## config.mk

```make
export PLATFORM = sky130hd
export DESIGN_NAME = serializer_scheduler_flat
export DESIGN_NICKNAME = d
export VERILOG_FILES = /design/src/rtl/serializer_scheduler_if.sv /design/src/rtl/serializer_scheduler.sv /design/src/flat_wrapper.sv
export SDC_FILE = /design/constraint.sdc
export NUM_CORES = 1
export LEC_CHECK = 0
export BUFFER_PORTS_ARGS = -buffer_cell sky130_fd_sc_hd__buf_2
export CAP_MARGIN = 15
export CELL_PAD_IN_SITES_DETAIL_PLACEMENT = 2
export CELL_PAD_IN_SITES_GLOBAL_PLACEMENT = 2
export CORE_ASPECT_RATIO = 0.9
export CORE_MARGIN = 5
export CORE_UTILIZATION = 30
export DETAILED_ROUTE_END_ITERATION = 6
export PLACE_DENSITY = 0.85
export SLEW_MARGIN = 25
export SYNTH_ARGS = -nofsm -noshare
export SYNTH_HDL_FRONTEND = slang
export SYNTH_SLANG_ARGS = --single-unit
```

## constraint.sdc

```tcl
create_clock -name clk -period 4.3 [get_ports clk]
set_input_delay 0.645 -clock clk [delete_from_list [all_inputs] [get_ports clk]]
set_output_delay 0.645 -clock clk [all_outputs]
set_load 0.1 [all_outputs]
```

## src/rtl/serializer_scheduler_if.sv

```systemverilog
// Bus between the word producers and the serializer scheduler.
// The scheduler uses the slave view; the producer/observer side uses master.
interface serializer_scheduler_if #(
    parameter int DATA_WIDTH = 16,
    parameter int NUM_REQ    = 4
);
    localparam int SRC_W = $clog2(NUM_REQ);

    logic [NUM_REQ-1:0]            req_valid;
    logic [NUM_REQ*DATA_WIDTH-1:0] req_data;
    logic [NUM_REQ-1:0]            req_ready;
    logic                          dout;
    logic                          dout_valid;
    logic                          dout_first;
    logic [SRC_W-1:0]              dout_src;
    logic                          busy;

    modport master (
        output req_valid, req_data,
        input  req_ready, dout, dout_valid, dout_first, dout_src, busy
    );

    modport slave (
        input  req_valid, req_data,
        output req_ready, dout, dout_valid, dout_first, dout_src, busy
    );
endinterface

```

## src/rtl/serializer_scheduler.sv

```systemverilog
// Round-robin scheduler feeding one LSB-first shift register from NUM_REQ
// word requesters, with GAP_CYCLES idle cycles between frames.
module serializer_scheduler #(
    parameter  int DATA_WIDTH = 16,
    parameter  int NUM_REQ    = 4,
    parameter  int GAP_CYCLES = 1,
    localparam int SRC_W      = $clog2(NUM_REQ)
) (
    input  logic                    clk,
    input  logic                    resetn,
    serializer_scheduler_if.slave   bus
);
    typedef enum logic [1:0] {S_IDLE, S_SHIFT, S_GAP} state_t;

    localparam int CNT_W = $clog2(DATA_WIDTH);
    localparam int GAP_W = (GAP_CYCLES > 1) ? $clog2(GAP_CYCLES) : 1;
    localparam logic [CNT_W-1:0] CNT_LAST = CNT_W'(DATA_WIDTH - 1);
    localparam logic [GAP_W-1:0] GAP_LAST = GAP_W'((GAP_CYCLES > 0) ? GAP_CYCLES - 1 : 0);
    localparam bit HAS_GAP = (GAP_CYCLES > 0);

    state_t                state_q, state_d;
    logic [DATA_WIDTH-1:0] shreg_q, shreg_d;
    logic [CNT_W-1:0]      cnt_q, cnt_d;
    logic [GAP_W-1:0]      gap_q, gap_d;
    logic [SRC_W-1:0]      ptr_q, ptr_d;
    logic [SRC_W-1:0]      src_q, src_d;

    logic                  accept_slot;
    logic                  found;
    logic                  handshake;
    logic [SRC_W-1:0]      grant_idx;
    logic [2*NUM_REQ-1:0]  valid_dbl;
    logic [NUM_REQ-1:0]    valid_rot;

    // Decide whether this cycle is allowed to accept a new word.
    always_comb begin
        accept_slot = 1'b0;
        case (state_q)
            S_IDLE:  accept_slot = 1'b1;
            S_SHIFT: accept_slot = !HAS_GAP && (cnt_q == CNT_LAST);
            S_GAP:   accept_slot = HAS_GAP && (gap_q == GAP_LAST);
            default: accept_slot = 1'b0;
        endcase
    end

    // Rotate valids so bit k is requester (ptr+k) mod NUM_REQ.
    assign valid_dbl = {bus.req_valid, bus.req_valid} >> ptr_q;
    assign valid_rot = valid_dbl[NUM_REQ-1:0];

    // First valid requester at or after the pointer, wrapping around.
    always_comb begin
        logic [SRC_W:0] sum;
        found     = 1'b0;
        grant_idx = '0;
        sum       = '0;
        for (int k = NUM_REQ - 1; k >= 0; k--) begin
            if (valid_rot[k]) begin
                found = 1'b1;
                sum   = {1'b0, ptr_q} + (SRC_W+1)'(k);
                if (int'(sum) >= NUM_REQ) begin
                    sum = sum - (SRC_W+1)'(NUM_REQ);
                end
                grant_idx = sum[SRC_W-1:0];
            end
        end
    end

    assign handshake = accept_slot && found;

    // One-hot ready; forced low while reset is asserted.
    generate
        for (genvar gi = 0; gi < NUM_REQ; gi++) begin : g_ready
            assign bus.req_ready[gi] = resetn && handshake && (grant_idx == SRC_W'(gi));
        end
    endgenerate

    // Next-state logic: shifting, gap counting and loading a granted word.
    always_comb begin
        state_d = state_q;
        shreg_d = shreg_q;
        cnt_d   = cnt_q;
        gap_d   = gap_q;
        ptr_d   = ptr_q;
        src_d   = src_q;
        case (state_q)
            S_IDLE: ;
            S_SHIFT: begin
                shreg_d = shreg_q >> 1;
                cnt_d   = cnt_q + 1'b1;
                if (cnt_q == CNT_LAST) begin
                    if (HAS_GAP) begin
                        state_d = S_GAP;
                        gap_d   = '0;
                    end else begin
                        state_d = S_IDLE;
                    end
                end
            end
            S_GAP: begin
                gap_d = gap_q + 1'b1;
                if (gap_q == GAP_LAST) begin
                    state_d = S_IDLE;
                end
            end
            default: state_d = S_IDLE;
        endcase
        // A handshake in any accept slot starts a new frame next cycle.
        if (handshake) begin
            state_d = S_SHIFT;
            shreg_d = bus.req_data[int'(grant_idx)*DATA_WIDTH +: DATA_WIDTH];
            cnt_d   = '0;
            src_d   = grant_idx;
            ptr_d   = (int'(grant_idx) == NUM_REQ - 1) ? '0 : grant_idx + 1'b1;
        end
    end

    // State registers with asynchronous active-low reset.
    always_ff @(posedge clk or negedge resetn) begin
        if (!resetn) begin
            state_q <= S_IDLE;
            shreg_q <= '0;
            cnt_q   <= '0;
            gap_q   <= '0;
            ptr_q   <= '0;
            src_q   <= '0;
        end else begin
            state_q <= state_d;
            shreg_q <= shreg_d;
            cnt_q   <= cnt_d;
            gap_q   <= gap_d;
            ptr_q   <= ptr_d;
            src_q   <= src_d;
        end
    end

    assign bus.dout       = (state_q == S_SHIFT) && shreg_q[0];
    assign bus.dout_valid = (state_q == S_SHIFT);
    assign bus.dout_first = (state_q == S_SHIFT) && (cnt_q == '0);
    assign bus.dout_src   = src_q;
    assign bus.busy       = (state_q != S_IDLE);
endmodule

```

## src/flat_wrapper.sv

```systemverilog
// flat-port wrapper written by rule: the top's interface ports become plain ports
module serializer_scheduler_flat 
#(
    parameter  int DATA_WIDTH = 16,
    parameter  int NUM_REQ    = 4,
    parameter  int GAP_CYCLES = 1,
    localparam int SRC_W      = $clog2(NUM_REQ)
)
  (clk, resetn, bus_req_valid, bus_req_data, bus_req_ready, bus_dout, bus_dout_valid, bus_dout_first, bus_dout_src, bus_busy);
  serializer_scheduler_if #(.DATA_WIDTH(DATA_WIDTH), .NUM_REQ(NUM_REQ)) bus_i ();
  input  logic clk;
  input  logic resetn;
  input wire logic [$bits(bus_i.req_valid)-1:0] bus_req_valid;
  input wire logic [$bits(bus_i.req_data)-1:0] bus_req_data;
  output wire logic [$bits(bus_i.req_ready)-1:0] bus_req_ready;
  output wire logic [$bits(bus_i.dout)-1:0] bus_dout;
  output wire logic [$bits(bus_i.dout_valid)-1:0] bus_dout_valid;
  output wire logic [$bits(bus_i.dout_first)-1:0] bus_dout_first;
  output wire logic [$bits(bus_i.dout_src)-1:0] bus_dout_src;
  output wire logic [$bits(bus_i.busy)-1:0] bus_busy;
  assign bus_i.req_valid = bus_req_valid;
  assign bus_i.req_data = bus_req_data;
  assign bus_req_ready = bus_i.req_ready;
  assign bus_dout = bus_i.dout;
  assign bus_dout_valid = bus_i.dout_valid;
  assign bus_dout_first = bus_i.dout_first;
  assign bus_dout_src = bus_i.dout_src;
  assign bus_busy = bus_i.busy;
  serializer_scheduler #(.DATA_WIDTH(DATA_WIDTH), .NUM_REQ(NUM_REQ), .GAP_CYCLES(GAP_CYCLES)) u_core (.clk(clk), .resetn(resetn), .bus(bus_i));
endmodule
```

---- Word-level counts from Yosys, hierarchy flattened ----
Index checks and enable logic that the tools add are counted.
storage, ports and cells
  bits in registers ....................... 27
  bits of input ports ..................... 70
  output and inout bits ................... 10
  logic and storage cells ................. 74
operators by class
  $add $sub $neg .......................... 10
  order comparisons ....................... 4
  equality and inequality tests ........... 11
  shifts and indexed selects .............. 2
  multiplexer cells ....................... 24
  bitwise logic cells ..................... 1
  reductions and logical operators ........ 16
operator list
  operator                                                                              number
  64-bit by 7-bit variable part select with 16-bit output                               1
  16-bit two-way mux                                                                    2
  2-bit two-way mux                                                                     12
  3-bit greater-or-equal comparator (second input constant)                             3
  1-bit logical AND                                                                     8
  4-bit two-way mux                                                                     2
  8-bit by 2-bit right shift with 4-bit output                                          1
  2-bit by 1-bit subtractor with 2-bit output (second input constant)                   4
  2-bit by 2-bit adder with 3-bit output (second input constant)                        2
  2-bit by 1-bit == test with 1-bit output (second input constant)                      3
  2-bit == test (second input constant)                                                 3
  2-bit case mux with 3 select lines                                                    1
  2-bit nonzero test                                                                    3
  1-bit two-way mux                                                                     5
  4-bit by 1-bit adder with 4-bit output (second input constant)                        1
  4-bit == test (second input constant)                                                 1
  2-bit logical NOT                                                                     2
  4-bit logical NOT                                                                     1
  2-bit by 1-bit != test with 1-bit output (second input constant)                      2
  1-bit case mux with 2 select lines                                                    2
  2-bit by 1-bit adder with 3-bit output (second input constant)                        1
  2-bit by 3-bit greater-or-equal comparator with 1-bit output (second input constant)  1
  3-bit by 1-bit != test with 1-bit output (second input constant)                      1
  3-bit != test (second input constant)                                                 1
  5 further kinds                                                                       5

---- Longest topological paths before layout ----
Gate-level depths: netlist of run 1.
  word-level depth ........................ 9
  depth in mapped cells ................... 8
  mapped depth without buffers ............ 6

---- Least setup slack after synthesis of run 1 ----
Ideal clock, no wire load.
  kind .................................... register to output
  start point ............................. reg u_core.state_q[1]
  end point ............................... out bus_dout_first
  data arrival time ....................... 3.941 ns
  required time ........................... 3.655 ns
  path slack .............................. -0.286 ns
  cell stages (with the launch flop) ...... 4
  path buffers ............................ 1
  path through ............................ dfrtp_1 nand2b_1 clkbuf_1 nor4b_1
on the way
  longest elaborated chain between the ends .. 2
ends and longest elaborated chain
  element                                   line                         RTL
  start, declared                           serializer_scheduler.sv:21   state_t state_q, state_d;
  start signal, assigned                    serializer_scheduler.sv:127  state_q <= state_d;
  2-bit by 1-bit == test with 1-bit output  serializer_scheduler.sv:138  assign bus.dout_first = (state_q == S_SHIFT) && (cnt_q == '0);
  1-bit logical AND                         serializer_scheduler.sv:138
  end, declared                             flat_wrapper.sv:18           output wire logic [$bits(bus_i.dout_first)-1:0] bus_dout_first;
Every way passes these cells.

---- Final worst setup path of run 1 ----
  start point ............................. in bus_req_valid[2]
  end point ............................... out bus_req_ready[1]
on the way
  longest elaborated chain between the ends .. 8
  elaborated cells on any way between the ends .. 13
  those cells by class .................... 1 x eq/ne; 1 x shift; 8 x mux; 3 x reduce/logical
ends and longest elaborated chain
  element                                           line                        RTL
  start, declared                                   flat_wrapper.sv:13          input wire logic [$bits(bus_i.req_valid)-1:0] bus_req_valid;
  8-bit by 2-bit right shift with 4-bit output (*)  serializer_scheduler.sv:47  assign valid_dbl = {bus.req_valid, bus.req_valid} >> ptr_q;
  1-bit two-way mux (4 in a row)                    serializer_scheduler.sv:57  if (valid_rot[k]) begin
  1-bit logical AND                                 serializer_scheduler.sv:68  assign handshake = accept_slot && found;
  1-bit logical AND                                 serializer_scheduler.sv:73  assign bus.req_ready[gi] = resetn && handshake && (grant_idx == SRC_W'(gi));
  1-bit logical AND (*)                             serializer_scheduler.sv:73
  end, declared                                     flat_wrapper.sv:15          output wire logic [$bits(bus_i.req_ready)-1:0] bus_req_ready;
Mark *: on every way between the ends. The rest lies on a longest branch, timed or not.

==> results.sh, run 1 <==
export IMPL_fin_crit_ns=2.992
export IMPL_synth_area_um2=1800
export IMPL_fmax_mhz=334.2
export IMPL_grt_use_total=0.1506
export IMPL_vdd_drop_max_mv=0.4937
export IMPL_synth_xor_xnor_area_share=0.01459
export IMPL_ys_warn_count=0
export IMPL_yosysSeqAreaShare=0.3753
export IMPL_slowest_stage="o32a_2"
export IMPL_fin_total_pwr_mw=1.551
export IMPL_viasPerCell=5.334
export IMPL_grt_pass1_wl_mm=9.432
export IMPL_stdcell_count=311
export IMPL_p_int_uw=772.9
export IMPL_critPathMaxFanout=12
export IMPL_route_detailed_drc=0
export IMPL_critPathKind="in -> out"
export IMPL_cp_required_ns=3.65
export IMPL_worst_path_largest_cell_delay_ns=0.47
export IMPL_synthToLayoutAreaGrowth_pct=26.82
export IMPL_crit_chain="buf_2 > nor2b_2 > a21boi_1 > o32a_2 > inv_2 > ha_1 > and3_1 > buf_2"
export IMPL_final_nets=318
export IMPL_ctsLongestPathBuffers=2
export IMPL_netSwitchingFraction=0.5017
export IMPL_power_frac_seq=0.295
export IMPL_wirelength_mm=5.522
export IMPL_portBuffers=79
export IMPL_start_util=0.3127
export IMPL_drt_iter0_drc=79
export IMPL_status="completed"
export IMPL_synth_adder_area_share=0.04170
export IMPL_clock_latency_ns=0.28
export IMPL_powerDensity_nw_per_um2=679.2
export IMPL_p_clk_frac=0.093
export IMPL_synth_edf_count=0
export IMPL_synth_compound_area_frac=0.1494
export IMPL_worstSetupEndpointType="output pin"
export IMPL_place_inst=307
export IMPL_clkSinkCount=27
export IMPL_drv_cap=0
export IMPL_utilization=0.3966
export IMPL_gp_congestion=0.7596
export IMPL_p_leak_nw=1.157
export IMPL_yosysUniqueCellTypes=33
export IMPL_cts_repair_resized=0
export IMPL_gr_total_overflow=0
export IMPL_hold_path_class="in -> async"
export IMPL_hpwlAfterDp_mm=4.397
export IMPL_io_pins=80
export IMPL_core_area_um2=5758
export IMPL_yosys_area_share_simple=0.09382
export IMPL_syn_avg_cell_area_um2=10.85
export IMPL_arrival_ns=2.35
export IMPL_clkTransAtPathRegs_ns=0.10
export IMPL_synthArstFlopShare=1.000
export IMPL_combPwrFrac=0.613
export IMPL_cts_setup_buffers=0
export IMPL_drt_wirelength_per_cell_um=17.76
export IMPL_crit_path_start_kind="primary input"
export IMPL_synth_top_family_by_area="multiplexers"
export IMPL_drv_slew=0
export IMPL_cts_root_buffer="clkbuf_8"
export IMPL_fin_setup_tns_ns=0
export IMPL_antenna_found_initial=0
export IMPL_synth_ff_type="dfrtp_1"
export IMPL_syn_nets=242
export IMPL_clock_skew_ns=0.01267
export IMPL_h_tree_depth=1
export IMPL_finalHoldViolCount=0
export IMPL_setup_viol=0
export IMPL_netlist_instances=166
export IMPL_grt_pass1_vias=1872
export IMPL_rsz0062_at_grt="false"
export IMPL_num_rows=26
export IMPL_p_sw_uw=778.0
export IMPL_vias=1659
export IMPL_cpMostUsedCell="buf_2"
export IMPL_hold_buffers=0
export IMPL_drive_above_1_share=0.4025
export IMPL_ant_nets=0
export IMPL_slew_limit_headroom=0.4051
export IMPL_die_h_um=83.50
export IMPL_cts_inserted_buffers=3
export IMPL_die_x_um=91.66
export IMPL_antenna_cells=0
export IMPL_tightest_slew_ns=0.8893
export IMPL_fin_crit_sh=0.6959
export IMPL_cts_tree="yes"
export IMPL_firstDrtPassIters=4
export IMPL_die_area_um2=7653
export IMPL_muxShareOfSynthArea=0.2613
export IMPL_grt_max_degree=32
export IMPL_synth_seq_cells=27
==> final timing paths <==
check,startpoint,to,slack (ns),cells past startpoint
max,bus_req_valid[2],bus_req_ready[1],1.31,8
min,resetn,u_core.cnt_q[2]$_DFFE_PN0P_,0.38,1
max reg2reg,u_core.ptr_q[0]$_DFFE_PN0N_,u_core.shreg_q[14]$_DFFE_PN0P_,2.19,6
min reg2reg,u_core.bus.dout_src[1]$_DFFE_PN0N_,u_core.bus.dout_src[1]$_DFFE_PN0N_,0.52,2
max in group asynchronous,resetn,u_core.ptr_q[0]$_DFFE_PN0N_,3.48,1
min in group clk,u_core.bus.dout_src[1]$_DFFE_PN0N_,u_core.bus.dout_src[1]$_DFFE_PN0N_,0.52,2
==> power by group through the flow <==
stage	registers, mW	clock network, mW	logic, mW
after CTS	0.458	0.152	0.969
after global placement	0.453	0	0.934
after global routing	0.475	0.164	1.04
after floorplan	0.497	0	0.736
final	0.457	0.144	0.950
after detailed placement	0.462	0	0.965
==> layout by cell type, fill, tap and decap left out, types with 2 or more instances in the layout <==
master | Yosys | final
buf_2 | 3 | 79
mux2i_1 | 47 | 47
dfrtp_1 | 27 | 27
a222oi_1 | 15 | 15
nand2_1 | 14 | 14
ha_1 | 6 | 6
a21oi_1 | 5 | 5
nor2_1 | 7 | 5
and3_1 | 4 | 4
inv_1 | 3 | 3
o21ai_1 | 3 | 3
inv_2 | 3 | 3
clkbuf_8 | 0 | 3
buf_4 | 0 | 3
nor2b_1 | 2 | 2
xor2_1 | 2 | 2
nand3_1 | 2 | 2
nor2_2 | 0 | 2
==> sequential cells by signal (all words and copies together) (netlist names) <==
name / flops
u_core.shreg_q: 16
u_core.cnt_q: 4
u_core.bus.dout_src: 2
u_core.ptr_q: 2
u_core.state_q: 2
u_core.gap_q: 1
==> layer usage <==
metal  part of all wire  vias up  track usage
met4              0.010        0      0.03562
met2               0.51       63       0.2621
met5                  0        -            0
li1                   -      781            -
met1               0.41      809       0.1813
met3              0.067        6      0.04418
==> per-stage QoR <==
stage / instance area, um^2 / hold slack (ns) / setup slack [ns]
CTS: 2283 / 0.3944 / 1.292
global placement: 2232 / 0.4740 / 1.304
floorplan: 1807 / 0.3494 / 1.114
global route: 2283 / 0.4210 / 1.207
finish: 2283 / 0.3799 / 1.308
detailed placement: 2237 / 0.4952 / 1.296
==> Yosys cell counts (2+ instances only) <==
cell | number | area [um^2]
inv_1 | 3 | 11.26
nand2_1 | 14 | 52.55
xor2_1 | 2 | 17.52
nor2b_1 | 2 | 12.51
buf_2 | 3 | 15.01
mux2i_1 | 47 | 470.5
a222oi_1 | 15 | 150.1
buf_12 | 2 | 40.04
nand3_1 | 2 | 10.01
dfrtp_1 | 27 | 675.7
o21ai_1 | 3 | 15.01
buf_6 | 2 | 22.52
clkbuf_1 | 4 | 15.01
and3_1 | 4 | 25.02
inv_2 | 3 | 11.26
a21oi_1 | 5 | 25.02
ha_1 | 6 | 75.07
nor2_1 | 7 | 26.28
==> critical path, delay by kind of cell <==
kind            cells  cell delay, ns
simple gates        2            0.29
fa+ha+maj           1            0.13
compound gates      2            0.59
buf+inv             3            0.67
==> cell type report <==
cell class / instances / area, um^2
fillers: 652 / 3475
multi-input cells: 122 / 1033
flip-flops and latches: 27 / 675.6
repair buffers: 82 / 417.9
well taps: 70 / 87.58
clock buffers: 3 / 41.29
inverters: 6 / 22.52
clock inverters: 1 / 5.005
==> cells by family (layout without fill, tap and decap cells) <==
family | count (synthesis) | after routing
compound gates | 31 | 31
fa+ha+maj | 6 | 6
mux | 47 | 47
simple gates | 35 | 35
xor+xnor | 3 | 3
buf+inv | 17 | 92
flops | 27 | 27
(Power assumes the default switching activity.)
==> run 2: changes to the inputs <==
--- a/config.mk
+++ b/config.mk
@@ -11,9 +11,9 @@
 export CELL_PAD_IN_SITES_GLOBAL_PLACEMENT = 2
 export CORE_ASPECT_RATIO = 0.9
 export CORE_MARGIN = 5
-export CORE_UTILIZATION = 30
+export CORE_UTILIZATION = 28
 export DETAILED_ROUTE_END_ITERATION = 6
-export PLACE_DENSITY = 0.85
+export PLACE_DENSITY = 0.8
 export SLEW_MARGIN = 25
 export SYNTH_ARGS = -nofsm -noshare
 export SYNTH_HDL_FRONTEND = slang
==> constraint.sdc (replaced) <==
create_clock -name clk -period 3 [get_ports clk]
set_input_delay 0.45 -clock clk [delete_from_list [all_inputs] [get_ports clk]]
set_output_delay 0.45 -clock clk [all_outputs]
set_load 0.1 [all_outputs]
==> run 2 against run 1 <==
  * Sequential share of layout area is 0.53 points lower
  * Clock power increased by 46%
  * Design area is 1.8% higher
  * Combinational power grew 45%
  * Critical path depth is the same
  * Global-route usage fell by 1.5 points
  * Clock skew decreased by 0.012 ns
  * Cell count increased by 6.4%
  * First-iteration DRC count down 8.9%
  * Critical path type unchanged
==> results.sh, run 2 (synthesis gave the netlist of run 1 again) <==
export IMPL_grt_pass1_vias=1822
export IMPL_final_nets=321
export IMPL_gp_congestion=0.6859
export IMPL_num_rows=27
export IMPL_hpwlAfterDp_mm=4.563
export IMPL_p_int_mw=1.122
export IMPL_finalHoldViolCount=0
export IMPL_rr_endpoint="u_core.shreg_q[6]$_DFFE_PN0P_"
export IMPL_clock_latency_ns=0.27
export IMPL_fin_total_pwr_mw=2.242
export IMPL_clkTransAtPathRegs_ns=0.09
export IMPL_portBuffers=79
export IMPL_die_area_um2=8136
export IMPL_r2r_cells=6
export IMPL_final_cell_mix="79 x buf_2, 47 x mux2i_1, 27 x dfrtp_1"
export IMPL_r2r_slack_ns=0.92
export IMPL_fin_crit_ns=2.693
export IMPL_power_frac_seq=0.291
export IMPL_fin_setup_tns_ns=0
export IMPL_drv_cap=0
export IMPL_rsz0062_at_grt="false"
export IMPL_reg_top3="u_core.shreg_q x16, u_core.cnt_q x4"
export IMPL_drt_wirelength_per_cell_um=17.01
export IMPL_die_h_um=86.08
export IMPL_grt_use_total=0.1360
export IMPL_hold_buffers=0
export IMPL_critPathMaxFanout=14
export IMPL_firstDrtPassIters=6
export IMPL_antenna_found_initial=0
export IMPL_wirelength_mm=5.630
export IMPL_synthToLayoutAreaGrowth_pct=29.12
export IMPL_final_common_cell="buf_2"
export IMPL_hold_slack_ns=0.07433
export IMPL_p_clk_frac=0.094
export IMPL_gr_total_overflow=0
export IMPL_io_pins=80
export IMPL_slew_limit_headroom=0.5469
export IMPL_setup_viol=0
export IMPL_clock_skew_ns=0.0009508
export IMPL_clkSinkCount=27
export IMPL_cts_inserted_buffers=3
export IMPL_utilization=0.3760
export IMPL_die_x_um=94.53
export IMPL_powerDensity_nw_per_um2=964.2
export IMPL_place_area_um2=2276
export IMPL_critPathKind="in -> out"
export IMPL_vdd_drop_max_mv=0.3867
export IMPL_largest_register="u_core.shreg_q"
export IMPL_vias=1689
export IMPL_hold_path_class="in -> async"
export IMPL_cts_tree="yes"
export IMPL_fmax_mhz=371.4
export IMPL_drive_above_1_share=0.4057
export IMPL_p_sw_mw=1.120
export IMPL_ant_nets=0
export IMPL_cts_setup_buffers=0
export IMPL_p_leak_nw=1.172
export IMPL_status="completed"
export IMPL_combPwrFrac=0.616
export IMPL_grt_pass1_wl_mm=8.990
export IMPL_crit_path_start_kind="primary input"
export IMPL_ctsLongestPathBuffers=2
export IMPL_core_area_um2=6182
export IMPL_largest_reg_flops=16
export IMPL_grt_max_degree=23
export IMPL_worst_path_largest_cell_delay_ns=0.50
export IMPL_antenna_cells=0
export IMPL_cts_repair_resized=0
export IMPL_cts_root_buffer="clkbuf_8"
export IMPL_start_util=0.2912
export IMPL_cp_required_ns=2.55
export IMPL_worstSetupEndpointType="output pin"
export IMPL_fin_crit_sh=0.8975
export IMPL_drt_iter0_drc=72
export IMPL_worstReg2RegStart="u_core.state_q[1]$_DFFE_PN0P_"
export IMPL_route_detailed_drc=0
export IMPL_slowest_stage="o32a_2"
export IMPL_cpMostUsedCell="buf_2"
export IMPL_tightest_slew_ns=0.6790
export IMPL_netSwitchingFraction=0.4995
export IMPL_arrival_ns=2.24
export IMPL_viasPerCell=5.103
export IMPL_h_tree_depth=1
export IMPL_final_area_um2=2325
export IMPL_crit_chain="buf_2 > nor2b_2 > a21boi_1 > o32a_2 > inv_2 > ha_1 > and3_1 > buf_2"
export IMPL_drv_slew=0
-- run 2: changes by cell type in the layout (fill, tap and decap cells not counted), sizes merged --
cell | previous run | this run
buf | 82 | 85
-- run 2: power by group through the flow --
stage	Clock [mW]	Combinational (mW)	Sequential, mW
2_1_floorplan	0	1.06	0.713
3_5_place_dp	0	1.39	0.660
4_1_cts	0.218	1.40	0.653
3_3_place_gp	0	1.35	0.650
6_report	0.210	1.38	0.651
5_1_grt	0.232	1.49	0.674
-- run 2: layer usage --
metal / global-route usage / vias to the layer above / share of wire
met2: 0.2429 / 62 / 0.49
met4: 0.03539 / 0 / 0.011
li1: - / 789 / -
met1: 0.1693 / 833 / 0.43
met3: 0.02193 / 5 / 0.071
met5: 0 / - / 0
-- run 2: worst max-delay path, delay by kind of cell --
kind / cells / cell delay (ns)
buffers and inverters: 3 / 0.69
adders and majority gates: 1 / 0.16
and+or+nand+nor: 2 / 0.30
AOI/OAI and AO/OA: 2 / 0.62
-- run 2: final cells by class --
class / count / area [um^2]
fillers: 705 / 3857
multi-input cells: 122 / 1031
flip-flops and latches: 27 / 675.6
repair buffers: 85 / 440.4
well taps: 87 / 108.9
clock buffers: 3 / 41.29
inverters: 6 / 22.52
clock inverters: 1 / 5.005
-- run 2: stage by stage --
stage / setup WS (ns) / instances
5_1_grt: 0.2183 / 331
4_1_cts: 0.2971 / 331
2_1_floorplan: 0.008918 / 166
6_report: 0.3075 / 331
3_5_place_dp: 0.2979 / 327
3_3_place_gp: 0.3711 / 327
-- run 2: worst max-delay path by stage --
stage                                  startpoint                to  slack (ns)  cells past startpoint
finish                           bus_req_valid[2]  bus_req_ready[1]        0.31                      8
global route                     bus_req_valid[2]  bus_req_ready[1]        0.22                      8
CTS                              bus_req_valid[2]  bus_req_ready[1]        0.30                      8
detailed placement               bus_req_valid[2]  bus_req_ready[1]        0.30                      8
global placement                 bus_req_valid[2]  bus_req_ready[1]        0.37                      8
floorplan           u_core.state_q[1]$_DFFE_PN0P_    bus_dout_first       0.009                      3
==> run 3: changes to the inputs <==
--- a/config.mk
+++ b/config.mk
@@ -7,11 +7,11 @@
 export LEC_CHECK = 0
 export BUFFER_PORTS_ARGS = -buffer_cell sky130_fd_sc_hd__buf_2
 export CAP_MARGIN = 15
-export CELL_PAD_IN_SITES_DETAIL_PLACEMENT = 2
-export CELL_PAD_IN_SITES_GLOBAL_PLACEMENT = 2
+export CELL_PAD_IN_SITES_DETAIL_PLACEMENT = 0
+export CELL_PAD_IN_SITES_GLOBAL_PLACEMENT = 1
 export CORE_ASPECT_RATIO = 0.9
 export CORE_MARGIN = 5
-export CORE_UTILIZATION = 28
+export CORE_UTILIZATION = 35
 export DETAILED_ROUTE_END_ITERATION = 6
 export PLACE_DENSITY = 0.8
 export SLEW_MARGIN = 25
==> run 3 against run 2 <==
  * Sequential power shrank 2%
  * Fmax grew 2.1%
  * Clock skew grew 0.0070 ns
  * Non-clock buffer count shrank 2
  * First-iteration DRC count grew 46%
  * Cell count shrank 7.3%
  * Register-to-register slack lost 0.17 ns
  * Global-route usage shrank 0.73 points
  * Sequential cell count is the same
  * Core utilization grew 8.7 points
  * Total power shrank 3.6%
  * Combinational power shrank 4%
==> results.sh, run 3 (synthesis gave the netlist of run 1 again) <==
export IMPL_status="completed"
export IMPL_final_area_um2=2281
export IMPL_wirelength_mm=4.370
export IMPL_path_buf_inv=3
export IMPL_synthToLayoutAreaGrowth_pct=26.69
export IMPL_fin_crit_sh=0.8787
export IMPL_clock_skew_ns=0.007927
export IMPL_antenna_found_initial=0
export IMPL_powerDensity_nw_per_um2=947.6
export IMPL_worstSetupEndpointType="output pin"
export IMPL_drv_cap=0
export IMPL_viasPerCell=5.254
export IMPL_final_nets=319
export IMPL_drive_above_1_share=0.3967
export IMPL_crit_start="bus_req_valid[2]"
export IMPL_num_rows=24
export IMPL_worst_path_largest_cell_delay_ns=0.50
export IMPL_endpoint="bus_req_ready[1]"
export IMPL_fin_total_pwr_mw=2.161
export IMPL_r2r_cells=5
export IMPL_hold_buffers=0
export IMPL_route_detailed_drc=0
export IMPL_fillers=495
export IMPL_largest_register="u_core.shreg_q"
export IMPL_ctsLongestPathBuffers=2
export IMPL_p_leak_nw=1.159
export IMPL_cts_root_buffer="clkbuf_8"
export IMPL_cts_inserted_buffers=3
export IMPL_die_h_um=78.04
export IMPL_drt_iter0_drc=105
export IMPL_cts_tree="yes"
export IMPL_critPathKind="in -> out"
export IMPL_critPathMaxFanout=14
export IMPL_vias=1613
export IMPL_core_area_um2=4925
export IMPL_multiInputGateArea_um2=1031
export IMPL_clkSinkCount=27
export IMPL_worst_path_stages=8
export IMPL_grt_max_degree=25
export IMPL_crit_path_start_kind="primary input"
export IMPL_place_area_um2=2233
export IMPL_fin_setup_tns_ns=0
export IMPL_io_pins=80
export IMPL_slowest_stage="o32a_2"
export IMPL_slew_limit_headroom=0.3315
export IMPL_drt_wirelength_per_cell_um=14.23
export IMPL_cp_required_ns=2.55
export IMPL_clkTransAtPathRegs_ns=0.09
export IMPL_r2r_slack_ns=0.75
export IMPL_crit_chain="buf_2 > nor2b_2 > a21boi_1 > o32a_2 > inv_2 > ha_1 > and3_1 > buf_2"
export IMPL_hpwlAfterDp_mm=3.412
export IMPL_h_tree_depth=1
export IMPL_rsz0062_at_grt="false"
export IMPL_die_x_um=85.60
export IMPL_arrival_ns=2.19
export IMPL_drv_slew=0
export IMPL_reg_top3="u_core.shreg_q x16, u_core.cnt_q x4"
export IMPL_grt_pass1_wl_mm=7.141
export IMPL_worstReg2RegStart="u_core.state_q[0]$_DFFE_PN0P_"
export IMPL_hold_path_class="in -> async"
export IMPL_finalHoldViolCount=0
export IMPL_cts_setup_buffers=0
export IMPL_clock_latency_ns=0.27
export IMPL_antenna_cells=0
export IMPL_die_area_um2=6680
export IMPL_regArea_um2=675.6
export IMPL_gr_total_overflow=0
export IMPL_tightest_slew_ns=0.9991
export IMPL_firstDrtPassIters=4
export IMPL_largest_reg_flops=16
export IMPL_ant_nets=0
export IMPL_cpMostUsedCell="buf_2"
export IMPL_grt_pass1_vias=1575
export IMPL_vdd_drop_max_mv=0.4167
export IMPL_cp_top_family="buffers and inverters"
export IMPL_setup_viol=0
export IMPL_gp_congestion=0.7099
export IMPL_final_cell_mix="79 x buf_2, 47 x mux2i_1, 27 x dfrtp_1"
export IMPL_final_common_cell="buf_2"
export IMPL_fmax_mhz=379.3
export IMPL_fin_crit_ns=2.636
export IMPL_start_util=0.3656
export IMPL_rr_endpoint="u_core.shreg_q[4]$_DFFE_PN0P_"
export IMPL_cts_repair_resized=0
export IMPL_portBuffers=79
export IMPL_grt_use_total=0.1287
## run 3: final cells by class
| cell class | instances | share of cell area |
|---|---|---|
| Inverter | 6 | 0.009874 |
| Multi-Input combinational cell | 122 | 0.4520 |
| Sequential cell | 27 | 0.2962 |
| Tap cell | 65 | 0.03566 |
| Timing Repair Buffer | 83 | 0.1865 |
| Clock buffer | 4 | 0.01975 |
## run 3: through the flow
| step | utilization | hold WS [ns] | instances | setup WS, ns |
|---|---|---|---|---|
| global placement | 0.4535 | 0.3768 | 303 | 0.3970 |
| finish | 0.4632 | 0.07978 | 307 | 0.3639 |
| CTS | 0.4627 | 0.08064 | 307 | 0.3464 |
| global route | 0.4632 | 0.1052 | 307 | 0.2557 |
| floorplan | - | 0.1544 | 166 | 0.008918 |
| detailed placement | 0.4535 | 0.3853 | 303 | 0.3478 |
## run 3: how the worst min path moves through the flow
stage | from | to | slack, ns | cells past startpoint
2_1_floorplan | resetn | u_core.bus.dout_src[0]$_DFFE_PN0N_ | 0.15 | 0
3_3_place_gp | resetn | u_core.bus.dout_src[1]$_DFFE_PN0N_ | 0.38 | 1
3_5_place_dp | resetn | u_core.bus.dout_src[1]$_DFFE_PN0N_ | 0.39 | 1
4_1_cts | resetn | u_core.shreg_q[15]$_DFFE_PN0P_ | 0.08 | 1
5_1_grt | resetn | u_core.bus.dout_src[1]$_DFFE_PN0N_ | 0.11 | 1
6_report | resetn | u_core.bus.dout_src[1]$_DFFE_PN0N_ | 0.08 | 1
## run 3: routing by layer
layer / vias up / routed length [um] / global-route usage
met5: - / 0 / 0
met1: 772 / 1947 / 0.1678
met3: 4 / 324 / 0.03560
met4: 0 / 38 / 0.03323
li1: 787 / - / -
met2: 50 / 2060 / 0.2112
## run 3: where the power goes
group          internal, mW  switching [mW]  leakage, nW
combinational         0.478           0.845        0.814
sequential            0.535           0.107        0.323
clock                0.0949           0.102       0.0228
